--- src/rtl/dmem_ctrl_pkg.sv ---
// Shared types for the data-memory access controller: FSM states, grant owner
// and the width of the access-cycle counter.
package dmem_ctrl_pkg;

   localparam int unsigned CNT_W = 4;

   typedef enum logic [1:0] {
      IDLE,
      CPU_ACC,
      LD_ACC
   } dmem_state_t;

   typedef enum logic {
      GNT_CPU,
      GNT_LD
   } dmem_gnt_t;

endpackage

--- src/rtl/dmem_rr_arb.sv ---
// Two-requester round-robin arbiter (CPU vs loader). Remembers the last grant
// so that, under contention, the other side wins next.
module dmem_rr_arb
   import dmem_ctrl_pkg::*;
(
   input  logic      clk,
   input  logic      reset,
   input  logic      req_cpu,
   input  logic      req_ld,
   input  logic      take,
   output dmem_gnt_t gnt
);

   dmem_gnt_t last_gnt_q;

   always_comb begin
      gnt = GNT_CPU;
      if (req_ld && (!req_cpu || last_gnt_q == GNT_CPU)) begin
         gnt = GNT_LD;
      end
   end

   // Reset to LD so the CPU wins the first contention.
   always_ff @(posedge clk or posedge reset) begin
      if (reset) begin
         last_gnt_q <= GNT_LD;
      end else if (take) begin
         last_gnt_q <= gnt;
      end
   end

endmodule

--- src/rtl/dmem_ctrl.sv ---
// M-stage data-memory access controller: sequences WAIT_CYCLES+1 cycle accesses
// and stalls the pipeline. Define DMEM_LOADER_EN to add the arbitrated loader port.
module dmem_ctrl
   import dmem_ctrl_pkg::*;
#(
   parameter int unsigned WAIT_CYCLES = 2,
   parameter int unsigned ADDR_W      = 32,
   parameter int unsigned DATA_W      = 32
) (
   input  logic              clk,
   input  logic              reset,
   input  logic              memreadM,
   input  logic              memwriteM,
   input  logic [ADDR_W-1:0] aluoutM,
   input  logic [DATA_W-1:0] writedataM,
   output logic [DATA_W-1:0] readdataM,
   output logic              stallM,
   input  logic              ld_valid,
   input  logic              ld_we,
   input  logic [ADDR_W-1:0] ld_addr,
   input  logic [DATA_W-1:0] ld_wdata,
   output logic              ld_ready,
   output logic [DATA_W-1:0] ld_rdata,
   output logic              mem_en,
   output logic              mem_we,
   output logic [ADDR_W-1:0] mem_addr,
   output logic [DATA_W-1:0] mem_wdata,
   input  logic [DATA_W-1:0] mem_rdata
);

   localparam logic [CNT_W-1:0] LAST_CNT = WAIT_CYCLES[CNT_W-1:0];
   localparam logic [CNT_W-1:0] CNT_ONE  = {{(CNT_W-1){1'b0}}, 1'b1};

   dmem_state_t      state_q, state_d;
   logic [CNT_W-1:0] cnt_q, cnt_d;
   logic             cpu_req, ld_req, gnt_ld, last_cyc, act, src_ld;

   assign cpu_req  = memreadM | memwriteM;
   assign last_cyc = (cnt_q == LAST_CNT);

`ifdef DMEM_LOADER_EN
   dmem_gnt_t gnt;
   logic      gnt_take;

   assign ld_req   = ld_valid;
   assign gnt_take = (state_q == IDLE) & (cpu_req | ld_req);
   assign gnt_ld   = (gnt == GNT_LD);

   dmem_rr_arb u_arb (
      .clk     (clk),
      .reset   (reset),
      .req_cpu (cpu_req),
      .req_ld  (ld_req),
      .take    (gnt_take),
      .gnt     (gnt)
   );
`else
   logic unused_ld;

   assign ld_req    = 1'b0;
   assign gnt_ld    = 1'b0;
   assign unused_ld = ^{ld_valid, ld_we, ld_addr, ld_wdata};
`endif

   always_ff @(posedge clk or posedge reset) begin
      if (reset) begin
         state_q <= IDLE;
         cnt_q   <= '0;
      end else begin
         state_q <= state_d;
         cnt_q   <= cnt_d;
      end
   end

   // The grant cycle in IDLE is the first access cycle; cnt is 0 there.
   always_comb begin
      state_d = state_q;
      cnt_d   = cnt_q;
      act     = 1'b0;
      src_ld  = 1'b0;
      unique case (state_q)
         IDLE: begin
            if (cpu_req || ld_req) begin
               act    = 1'b1;
               src_ld = gnt_ld;
               if (!last_cyc) begin
                  state_d = gnt_ld ? LD_ACC : CPU_ACC;
                  cnt_d   = CNT_ONE;
               end
            end
         end
         CPU_ACC: begin
            // A dropped request is a pipeline flush: abandon without writing.
            act = cpu_req;
            if (!cpu_req || last_cyc) begin
               state_d = IDLE;
               cnt_d   = '0;
            end else begin
               cnt_d = cnt_q + CNT_ONE;
            end
         end
`ifdef DMEM_LOADER_EN
         LD_ACC: begin
            act    = 1'b1;
            src_ld = 1'b1;
            if (last_cyc) begin
               state_d = IDLE;
               cnt_d   = '0;
            end else begin
               cnt_d = cnt_q + CNT_ONE;
            end
         end
`endif
         default: begin
            state_d = IDLE;
            cnt_d   = '0;
         end
      endcase
   end

   always_comb begin
      mem_en    = act;
      mem_we    = 1'b0;
      mem_addr  = '0;
      mem_wdata = '0;
      readdataM = '0;
      ld_ready  = 1'b0;
      ld_rdata  = '0;
      if (act && !src_ld) begin
         mem_addr  = aluoutM;
         mem_wdata = writedataM;
         if (last_cyc) begin
            mem_we    = memwriteM;
            readdataM = mem_rdata;
         end
      end
`ifdef DMEM_LOADER_EN
      if (act && src_ld) begin
         mem_addr  = ld_addr;
         mem_wdata = ld_wdata;
         if (last_cyc) begin
            mem_we   = ld_we;
            ld_ready = 1'b1;
            ld_rdata = mem_rdata;
         end
      end
`endif
      // Stall also covers cycles where the loader owns the memory.
      stallM = cpu_req & ~(act & ~src_ld & last_cyc);
      if (reset) begin
         mem_en    = 1'b0;
         mem_we    = 1'b0;
         mem_addr  = '0;
         mem_wdata = '0;
         readdataM = '0;
         ld_ready  = 1'b0;
         ld_rdata  = '0;
         stallM    = 1'b0;
      end
   end

endmodule

--- config.mk ---
export PLATFORM = sky130hd
export DESIGN_NAME = dmem_ctrl
export DESIGN_NICKNAME = d
export VERILOG_FILES = /design/src/rtl/dmem_ctrl_pkg.sv /design/src/rtl/dmem_rr_arb.sv /design/src/rtl/dmem_ctrl.sv
export SDC_FILE = /design/constraint.sdc
export NUM_CORES = 1
export LEC_CHECK = 0
export ABC_AREA = 1
export BUFFER_PORTS_ARGS = -buffer_cell sky130_fd_sc_hd__buf_2
export CAP_MARGIN = 20
export CORE_AREA = 2 2 117 119
export CTS_CLUSTER_SIZE = 8
export DETAILED_ROUTE_END_ITERATION = 12
export DIE_AREA = 0 0 119 121
export PLACE_DENSITY = 0.52
export SKIP_LAST_GASP = 1
export SLEW_MARGIN = 20
export SYNTH_ARGS = -nofsm -noshare
export SYNTH_HDL_FRONTEND = slang
export SYNTH_SLANG_ARGS = --single-unit
--- constraint.sdc ---
create_clock -name clk -period 1.4 [get_ports clk]
set_input_delay 0.14 -clock clk [delete_from_list [all_inputs] [get_ports clk]]
set_output_delay 0.14 -clock clk [all_outputs]
set_load 0.01 [all_outputs]
## Yosys cells after proc, flatten, opt, wreduce, memory -nomap -nowiden

Cells that the tools add are included.

- Bits in registers: 6
- Input bits: 166
- Output and inout port bits: 132
- Word-level logic and storage cells: 39

- Add/subtract/negate cells: 1
- Equality and inequality tests: 5
- Multiplexer cells: 22
- Bitwise operators: 4
- Reduce and logical (&&, ||, !) cells: 5

Operator list:

| cell | count |
|---|---|
| 32-bit two-way mux | 7 |
| 4-bit two-way mux | 3 |
| 4-bit case mux with 2 select lines | 1 |
| 1-bit two-way mux | 6 |
| 2-bit two-way mux | 3 |
| 2-bit inequality test (second input constant) | 3 |
| 4-bit by 1-bit adder with 4-bit output (second input constant) | 1 |
| 4-bit by 2-bit == test with 1-bit output (second input constant) | 1 |
| 2-bit case mux with 2 select lines | 1 |
| 3-bit AND reduction | 1 |
| 1-bit bitwise AND | 2 |
| 2-bit by 1-bit == test with 1-bit output (second input constant) | 1 |
| 2-bit logical NOT | 1 |
| 1-bit case mux with 2 select lines | 1 |
| 2-bit AND reduction | 1 |
| 1-bit logical NOT | 1 |
| 1-bit logical OR | 1 |
| 1-bit inverter | 1 |
| 1-bit OR | 1 |

## Logic depth before layout (Yosys ltp)

Gate-level depths: netlist (run 1).

- Depth in word-level cells: 7
- Gate-level depth with buffers: 7
- Mapped depth without buffers: 6

## Least setup slack after synthesis (run 1)

No wires, ideal clock.

- Path type: flip-flop to output port
- From: reg cnt_q[0]
- To: out readdataM[12]
- Data arrival time: 1,112 ps
- Required time: 1,260 ps
- Slack: 148 ps
- Stages on the path, launching flop included: 8
- Path buffers: 1
- Cell sequence: dfrtp_1 inv_1 ha_1 nand2_4 inv_8 buf_8 nand2_1 nor2_1

- Word-level cells in the longest chain between the ends: 4

Ends and longest elaborated chain:

| what | line | RTL |
|---|---|---|
| start, declared | dmem_ctrl.sv:35 | `logic [CNT_W-1:0] cnt_q, cnt_d;` |
| start signal, assigned | dmem_ctrl.sv:71 | `cnt_q <= cnt_d;` |
| 4-bit by 2-bit == test with 1-bit output | dmem_ctrl.sv:39 | `assign last_cyc = (cnt_q == LAST_CNT);` |
| 32-bit two-way mux | dmem_ctrl.sv:132 | `if (last_cyc) begin` |
| 32-bit two-way mux | dmem_ctrl.sv:129 | `if (act && !src_ld) begin` |
| 32-bit two-way mux | dmem_ctrl.sv:150 | `if (reset) begin` |
| end, declared | dmem_ctrl.sv:16 | `output logic [DATA_W-1:0] readdataM,` |

No other way between the ends.

## Worst setup path in the final report (run 1)

- From: reg cnt_q[0]
- To: out readdataM[24]

The elaborated chain is that of the path after synthesis.

==> flow_summary.ini, run 1 <==
[route]
ant_nets = 0
vias = 2074
drc = 0
postRouteWirelength_microns = 5720
wl_per_cell_microns = 8.68
vias_per_cell = 3.15
drt_iter0_drc = 56
drtPass1Iterations = 4

[clock_tree]
cts_tree = done
clock_latency_ns = 0.23
h-tree-depth = 1
cts.sinks = 5
cts_buffer_depth = 2
cts_buffers = 3
cts.clk_slew.worst_paths_ns = 0.03
root_buffer = clkbuf_16

[run_status]
status = finished with violations
violations = negative setup slack

[timing]
fin_crit_sh = 1.15
setup_viol = 34
fin_ws_ns = -0.215
rsz0062_at_grt = true
finalHoldViolations = 0
drv_slew = 0
min_period_ns = 1.61
fmax_ghz = 0.619
skew_ns = 0.00113

[min_path]
hp-class = input pin to flip-flop

[power_and_ir_drop]
p_leak_uw = 0.00200
p_clk_frac = 0.195
power.internal_uw = 1390
netSwitchingFraction = 0.428
combPwrFrac = 0.712
p_per_area_nw_per_um2 = 811
p_sw_uw = 1040
ir_drop_v = 0.000578
seq_power_share = 0.093

[floorplan]
rows = 42
core_sq_um = 13100
die_h_microns = 121
start_util = 0.118
ios = 298
die_w_microns = 119
dieArea_sq_um = 14400

[worst_setup_path]
critPathCaptureType = output port
cp_data_arrival_time_ns = 1.47
required_ns = 1.26
crit_path_max_fanout = 6
worstSetupStartpointType = flip-flop
worstSetupPathType = flip-flop to output port

[global_routing]
grt_max_degree = 65
grt_pass1_wl_microns = 8140
grt.busiest_layer = met2
met3_usage = 0.0141
grt_use_met1 = 0.0829
grtUsageMet2 = 0.125
grt_use_total = 0.0679
antenna_found_initial = 0
overflow = 0
grt_pass1_vias = 1684

[final_layout]
diodes = 0
design_area_sq_um = 2990
area_delta_synth_final_pct = 93.3
drive_above_1_share = 0.613
nets = 652

[job]
maxCapViolations = 0

[yosys]
synthTopCellsByArea = inv_1, buf_4, nor2_2
syn_area_per_cell_sq_um = 5.58
synth_seq_area_share = 0.0809
yosysTopAreaCell = inv_1
synth_top_area_share = 0.170
ys_ff_latch = 5
syn_inst = 277
yosysUniqueCellTypes = 22
synth_area_sq_um = 1550
ys_warn_count = 0

[place]
pre_cts_ws_ns = -0.0237
hpwl_microns = 4570
gp_congestion = 0.718
placed_cell_area_sq_um = 2640
port_buffers = 198
==> state kept, by name (all words and copies together), names as in the netlist <==
register and cells:
state_q 1, cnt_q 4
==> synth_stat cells <==
library cell / n
buf_2: 7
nand2_4: 1
ha_1: 2
xnor2_1: 1
buf_4: 33
nor2_1: 60
buf_8: 1
inv_8: 1
nand2_2: 21
nand3_1: 3
conb_1: 1
o21ai_0: 3
buf_12: 2
o21bai_1: 1
nand2_1: 20
nor3_1: 1
dfrtp_1: 5
buf_6: 3
a21oi_1: 1
nor2_2: 39
inv_2: 1
inv_1: 70
==> path summary, 6_finish.rpt <==
kind	start	endpoint	slack, ns	cells past startpoint
max in group asynchronous	reset	cnt_q[0]	0.76	4
worst max-delay path	cnt_q[0]	readdataM[24]	-0.21	8
min in group asynchronous	reset	cnt_q[3]	0.54	4
worst max register to register	cnt_q[0]	cnt_q[1]	0.19	6
worst min-delay path	memreadM	state_q[0]	0.31	5
worst min register to register	cnt_q[3]	cnt_q[3]	0.58	3
==> cells in the final DEF (no fill, tap or decap), drive strengths merged <==
cell,n
a21oi,1
buf,215
clkbuf,4
clkinv,1
conb,33
dfrtp,5
dlygate4sd3,1
ha,2
inv,71
nand2,42
nand3,3
nor2,99
nor3,1
o21ai,3
o21bai,1
xnor2,1
==> layer usage <==
metal | up-vias | part of all wire
li1 | 1103 | -
met1 | 837 | 0.39
met2 | 129 | 0.50
met3 | 5 | 0.098
met4 | 0 | 0.010
met5 | - | 0
==> through the flow <==
step           hold slack, ns  power [uW]  std cells  utilization  TNS [ns]
2_1_floorplan         -0.0657        1130        309            -         0
3_3_place_gp            0.186        1570        648        0.202   -0.0256
3_5_place_dp            0.192        1570        648        0.202   -0.0411
4_1_cts                 0.359        2430        659        0.224     -6.91
5_1_grt                 0.347        2610        659        0.228     -8.15
6_report                0.312        2420        659        0.228     -5.54
==> power groups by stage <==
stage                     clock network [uW]  logic [uW]  registers, uW
after global placement                     0        1350            227
after global routing                     487        1900            231
after CTS                                480        1720            226
after floorplan                            0         884            241
after detailed placement                   0        1350            227
final                                    474        1730            225
==> worst max-delay path, cell delays in order (launching register included) <==
cell and delay, ns:
dfrtp_1 0.36, inv_1 0.06, ha_2 0.19, nand2_4 0.08
clkinv_8 0.09, buf_12 0.15, nand2_4 0.05, nor2_2 0.12
buf_2 0.15
==> area by class of cell <==
| type | instances | area (sq um) |
|---|---|---|
| Tap cell | 176 | 220 |
| Clock buffer | 4 | 78.8 |
| Multi-Input combinational cell | 186 | 1030 |
| Timing Repair Buffer | 216 | 1250 |
| Sequential cell | 5 | 125 |
| Inverter | 72 | 283 |
| Fill cell | 1487 | 10100 |
==> what timing repair did <==
item,CTS,global route
buffers inserted,5,2
setup endpoints to repair,34,37
hold buffers,1,0
gates resized for setup,28,15
gates cloned,1,0
hold endpoints to repair,5,0
pin swaps,4,8
==> logic make-up (layout without fill, tap and decap cells) <==
family          after synthesis  after routing  synth area share
xor+xnor                      1              1           0.00566
fa+ha+maj                     2              2            0.0162
flops                         5              5            0.0809
buf+inv                     118            292             0.420
simple gates                145            145             0.457
compound gates                5              5            0.0178
other cells                   1             33           0.00242
(Power assumes the default switching activity.)
==> inputs of run 2 (changes only) <==
Settings changed: SETUP_SLACK_MARGIN set to 0.1.
==> flow_summary.ini, run 2 (same netlist as run 1, synthesis figures left out) <==
[floorplan]
die_h_microns = 121
ios = 298
rows = 42
start_util = 0.118
core_sq_um = 13100
dieArea_sq_um = 14400
die_w_microns = 119

[timing]
min_period_ns = 1.61
rsz0062_at_grt = true
fin_ws_ns = -0.215
fin_crit_sh = 1.15
setup_viol = 34
finalHoldViolations = 0
fmax_ghz = 0.619
drv_slew = 0
skew_ns = 0.00114

[worst_setup_path]
crit_path_max_fanout = 6
required_ns = 1.26
critPathCaptureType = output port
worstSetupPathType = flip-flop to output port
cp_data_arrival_time_ns = 1.47
worstSetupStartpointType = flip-flop

[min_path]
hp-class = input pin to flip-flop

[route]
drc = 0
wl_met2_microns = 2860
drt_iter0_drc = 55
met1Wirelength_microns = 2240
postRouteWirelength_microns = 5720
routed.top_layer = met4
ant_nets = 0
dr_wl_met3_microns = 561
drtPass1Iterations = 4
vias_per_cell = 3.14
vias = 2069
wl_per_cell_microns = 8.67

[place]
port_buffers = 198
pre_cts_ws_ns = -0.0237
gp_congestion = 0.718
hpwl_microns = 4570

[clock_tree]
cts_buffer_depth = 2
h-tree-depth = 1
cts.sinks = 5
cts_tree = done
cts.clk_slew.worst_paths_ns = 0.03
clock_latency_ns = 0.23
cts_buffers = 3
root_buffer = clkbuf_16

[final_layout]
top_regs = cnt_q (4), state_q (1)
largest_reg_flops = 4
layout_commonest_cell = buf_2
seq_area_sq_um = 125
nets = 652
most-common-layout-cells = buf_2, inv_1, nor2_1, nor2_2, conb_1
multiInputGateArea_sq_um = 1030
largest-register = cnt_q
diodes = 0
drive_above_1_share = 0.615
final_util = 0.229
num-fill-cells = 1485
area_delta_synth_final_pct = 93.5

[global_routing]
antenna_found_initial = 0
grt_use_total = 0.0679
grt_max_degree = 65
overflow = 0
grt_pass1_vias = 1684
grt_pass1_wl_microns = 8140

[run_status]
status = finished with violations
violations = negative setup slack

[power_and_ir_drop]
p_per_area_nw_per_um2 = 814
power.total_uw = 2440
p_leak_uw = 0.00200
ir_drop_v = 0.000579

[job]
maxCapViolations = 0
==> run 2: worst paths after layout <==
check	startpoint	endpoint	slack (ns)	cells past startpoint
setup / recovery	cnt_q[0]	readdataM[24]	-0.21	8
hold / removal	memreadM	state_q[0]	0.31	5
setup reg to reg	cnt_q[0]	cnt_q[3]	0.19	7
hold reg to reg	cnt_q[3]	cnt_q[3]	0.58	3
max in group asynchronous	reset	cnt_q[0]	0.76	4
min in group asynchronous	reset	cnt_q[3]	0.54	4
==> run 2: power by group <==
part / switching [uW] / total [uW] / internal [uW]
Sequential: 29.2 / 225 / 196
Combinational: 919 / 1740 / 818
Clock: 96.4 / 474 / 378
Total: 1040 / 2440 / 1390
==> run 2: routing by layer <==
metal,GRT usage,vias to the layer above
li1,-,1103
met1,0.0829,834
met2,0.125,127
met3,0.0141,5
met4,0.00893,0
met5,0,-
==> run 2: critical path, stage by stage, from the launching register on <==
cell and delay [ns]:
dfrtp_1 0.36, inv_1 0.06, ha_2 0.19, nand2_4 0.08
clkinv_8 0.09, buf_12 0.15, nand2_4 0.05, nor2_2 0.12
buf_2 0.15
==> run 2: layout make-up <==
class / count / share of cell area
Inverter: 72 / 0.0945
Multi-Input combinational cell: 186 / 0.345
Tap cell: 176 / 0.0736
Sequential cell: 5 / 0.0418
Timing Repair Buffer: 216 / 0.419
Clock buffer: 4 / 0.0263
==> run 2: stage by stage <==
stage	cell area, sq um	instances	hold slack (ns)	TNS (ns)
2_1_floorplan	1670	309	-0.0657	0
3_3_place_gp	2640	648	0.186	-0.0256
3_5_place_dp	2640	648	0.192	-0.0411
4_1_cts	2940	659	0.359	-6.91
5_1_grt	2990	659	0.347	-8.15
6_report	2990	659	0.310	-5.54
==> run 2: what timing repair did <==
action,4_1_cts,5_1_grt
hold endpoints to repair,5,0
setup endpoints to repair,34,39
gates resized for setup,28,18
hold buffers,1,0
setup buffers,5,2
cloned,1,0
pin swaps,4,8
==> inputs of run 3 (changes only) <==
Settings changed: BUFFER_PORTS_ARGS -buffer_cell sky130_fd_sc_hd__buf_2 to -buffer_cell sky130_fd_sc_hd__buf_4.
==> flow_summary.ini, run 3 (same netlist as run 1, synthesis figures left out) <==
[clock_tree]
h-tree-depth = 1
cts.clk_slew.worst_paths_ns = 0.03
cts.sinks = 5
cts_buffer_depth = 2
root_buffer = clkbuf_16
cts_buffers = 3
cts_tree = done
clock_latency_ns = 0.23

[final_layout]
most-common-layout-cells = buf_4, inv_1, nor2_1, nor2_2, conb_1
area_delta_synth_final_pct = 124
num-fill-cells = 1478
design_area_sq_um = 3470
largest-register = cnt_q
fin_cells = 660
nets = 653
diodes = 0
largest_reg_flops = 4
drive_above_1_share = 0.618
top_regs = cnt_q (4), state_q (1)
layout_commonest_cell = buf_4
final_util = 0.265

[floorplan]
rows = 42
ios = 298
dieArea_sq_um = 14400
core_sq_um = 13100
start_util = 0.118
die_w_microns = 119
die_h_microns = 121

[worst_setup_path]
critPathCaptureType = output port
worstSetupPathType = flip-flop to output port
worstSetupStartpointType = flip-flop
required_ns = 1.26
crit_path_max_fanout = 6
cp_data_arrival_time_ns = 1.45

[place]
hpwl_microns = 4940
pre_cts_ws_ns = 0.0232
placed_cell_area_sq_um = 3150
gp_congestion = 0.750
dp_cells = 649
port_buffers = 198

[route]
wl_per_cell_microns = 9.12
drc = 0
drtPass1Iterations = 4
postRouteWirelength_microns = 6020
vias_per_cell = 3.18
ant_nets = 0
drt_iter0_drc = 26
vias = 2101

[timing]
skew_ns = 0.00151
fin_crit_sh = 1.13
rsz0062_at_grt = true
fmax_ghz = 0.630
fin_ws_ns = -0.188
finalHoldViolations = 0
drv_slew = 0
min_period_ns = 1.59
setup_viol = 34

[global_routing]
grt_use_total = 0.0716
grt_max_degree = 47
antenna_found_initial = 0
grt_pass1_vias = 1832
overflow = 0
grt_pass1_wl_microns = 8560

[power_and_ir_drop]
ir_drop_v = 0.000886
p_per_area_nw_per_um2 = 727
combPwrFrac = 0.722
p_leak_uw = 0.00205
netSwitchingFraction = 0.404
power.total_uw = 2520
power.internal_uw = 1500
p_sw_uw = 1020
p_clk_frac = 0.189
seq_power_share = 0.090

[run_status]
status = finished with violations
violations = negative setup slack

[min_path]
hp-class = input pin to flip-flop

[job]
maxCapViolations = 0
-- run 3: cell count changes in the layout (fill, tap and decap cells not counted), moves of 3 or more --
cell | previous run | this run
nor2_1 | 58 | 53
nand2_4 | 16 | 9
nand2_1 | 9 | 12
buf_6 | 4 | 7
nand2_2 | 17 | 21
buf_4 | 7 | 201
buf_2 | 195 | 0
nor2_2 | 38 | 41
-- run 3: worst paths after layout --
| check | from | end | slack, ns | cells after the start |
|---|---|---|---|---|
| worst min register to register | cnt_q[3] | cnt_q[3] | 0.57 | 3 |
| worst max-delay path | cnt_q[0] | readdataM[22] | -0.19 | 8 |
| min in group asynchronous | reset | state_q[0] | 0.55 | 4 |
| worst max register to register | cnt_q[0] | cnt_q[3] | 0.04 | 8 |
| worst min-delay path | memreadM | state_q[0] | 0.35 | 5 |
| max in group asynchronous | reset | cnt_q[1] | 0.75 | 4 |
-- run 3: per-layer routing --
metal  up-vias  track usage  part of all wire
met5         -            0                 0
met4         0       0.0134            0.0065
met3         4       0.0197              0.10
met2       129        0.129              0.52
met1       863       0.0852              0.37
li1       1105            -                 -
-- run 3: critical path, stage by stage, from the launching register on --
cell       delay, ns
dfrtp_1         0.37
inv_1           0.06
ha_2            0.19
nand2_4         0.09
clkinv_8        0.09
clkbuf_16       0.15
nand2_2         0.06
nor2_2          0.08
buf_4           0.12
-- run 3: area by class of cell --
type	count	area [sq um]	area share
Timing Repair Buffer	216	1740	0.501
Multi-Input combinational cell	186	1010	0.291
Inverter	72	283	0.0815
Tap cell	176	220	0.0635
Sequential cell	5	125	0.0361
Clock buffer	4	78.8	0.0227
Timing Repair inverter	1	16.3	0.00469
-- run 3: metrics by stage --
| stage | setup TNS, ns | hold slack (ns) |
|---|---|---|
| 3_5_place_dp | 0 | 0.196 |
| 4_1_cts | -5.36 | 0.354 |
| 5_1_grt | -7.66 | 0.387 |
| 2_1_floorplan | 0 | -0.0657 |
| 6_report | -5.12 | 0.354 |
| 3_3_place_gp | 0 | 0.193 |
-- run 3: timing repair --
item,4_1_cts,5_1_grt
buffers inserted,2,2
endpoints found under the hold margin,5,0
pin swaps,3,10
gates cloned,1,1
endpoints found under the setup margin,34,34
hold buffers,1,0
resized for setup,9,34
-- run 3: power by group through the flow --
stage | Sequential (uW) | Combinational (uW) | Clock (uW)
CTS | 226 | 1630 | 477
finish | 226 | 1820 | 476
floorplan | 241 | 884 | 0
global route | 231 | 1990 | 488
global placement | 227 | 1520 | 0
detailed placement | 227 | 1520 | 0
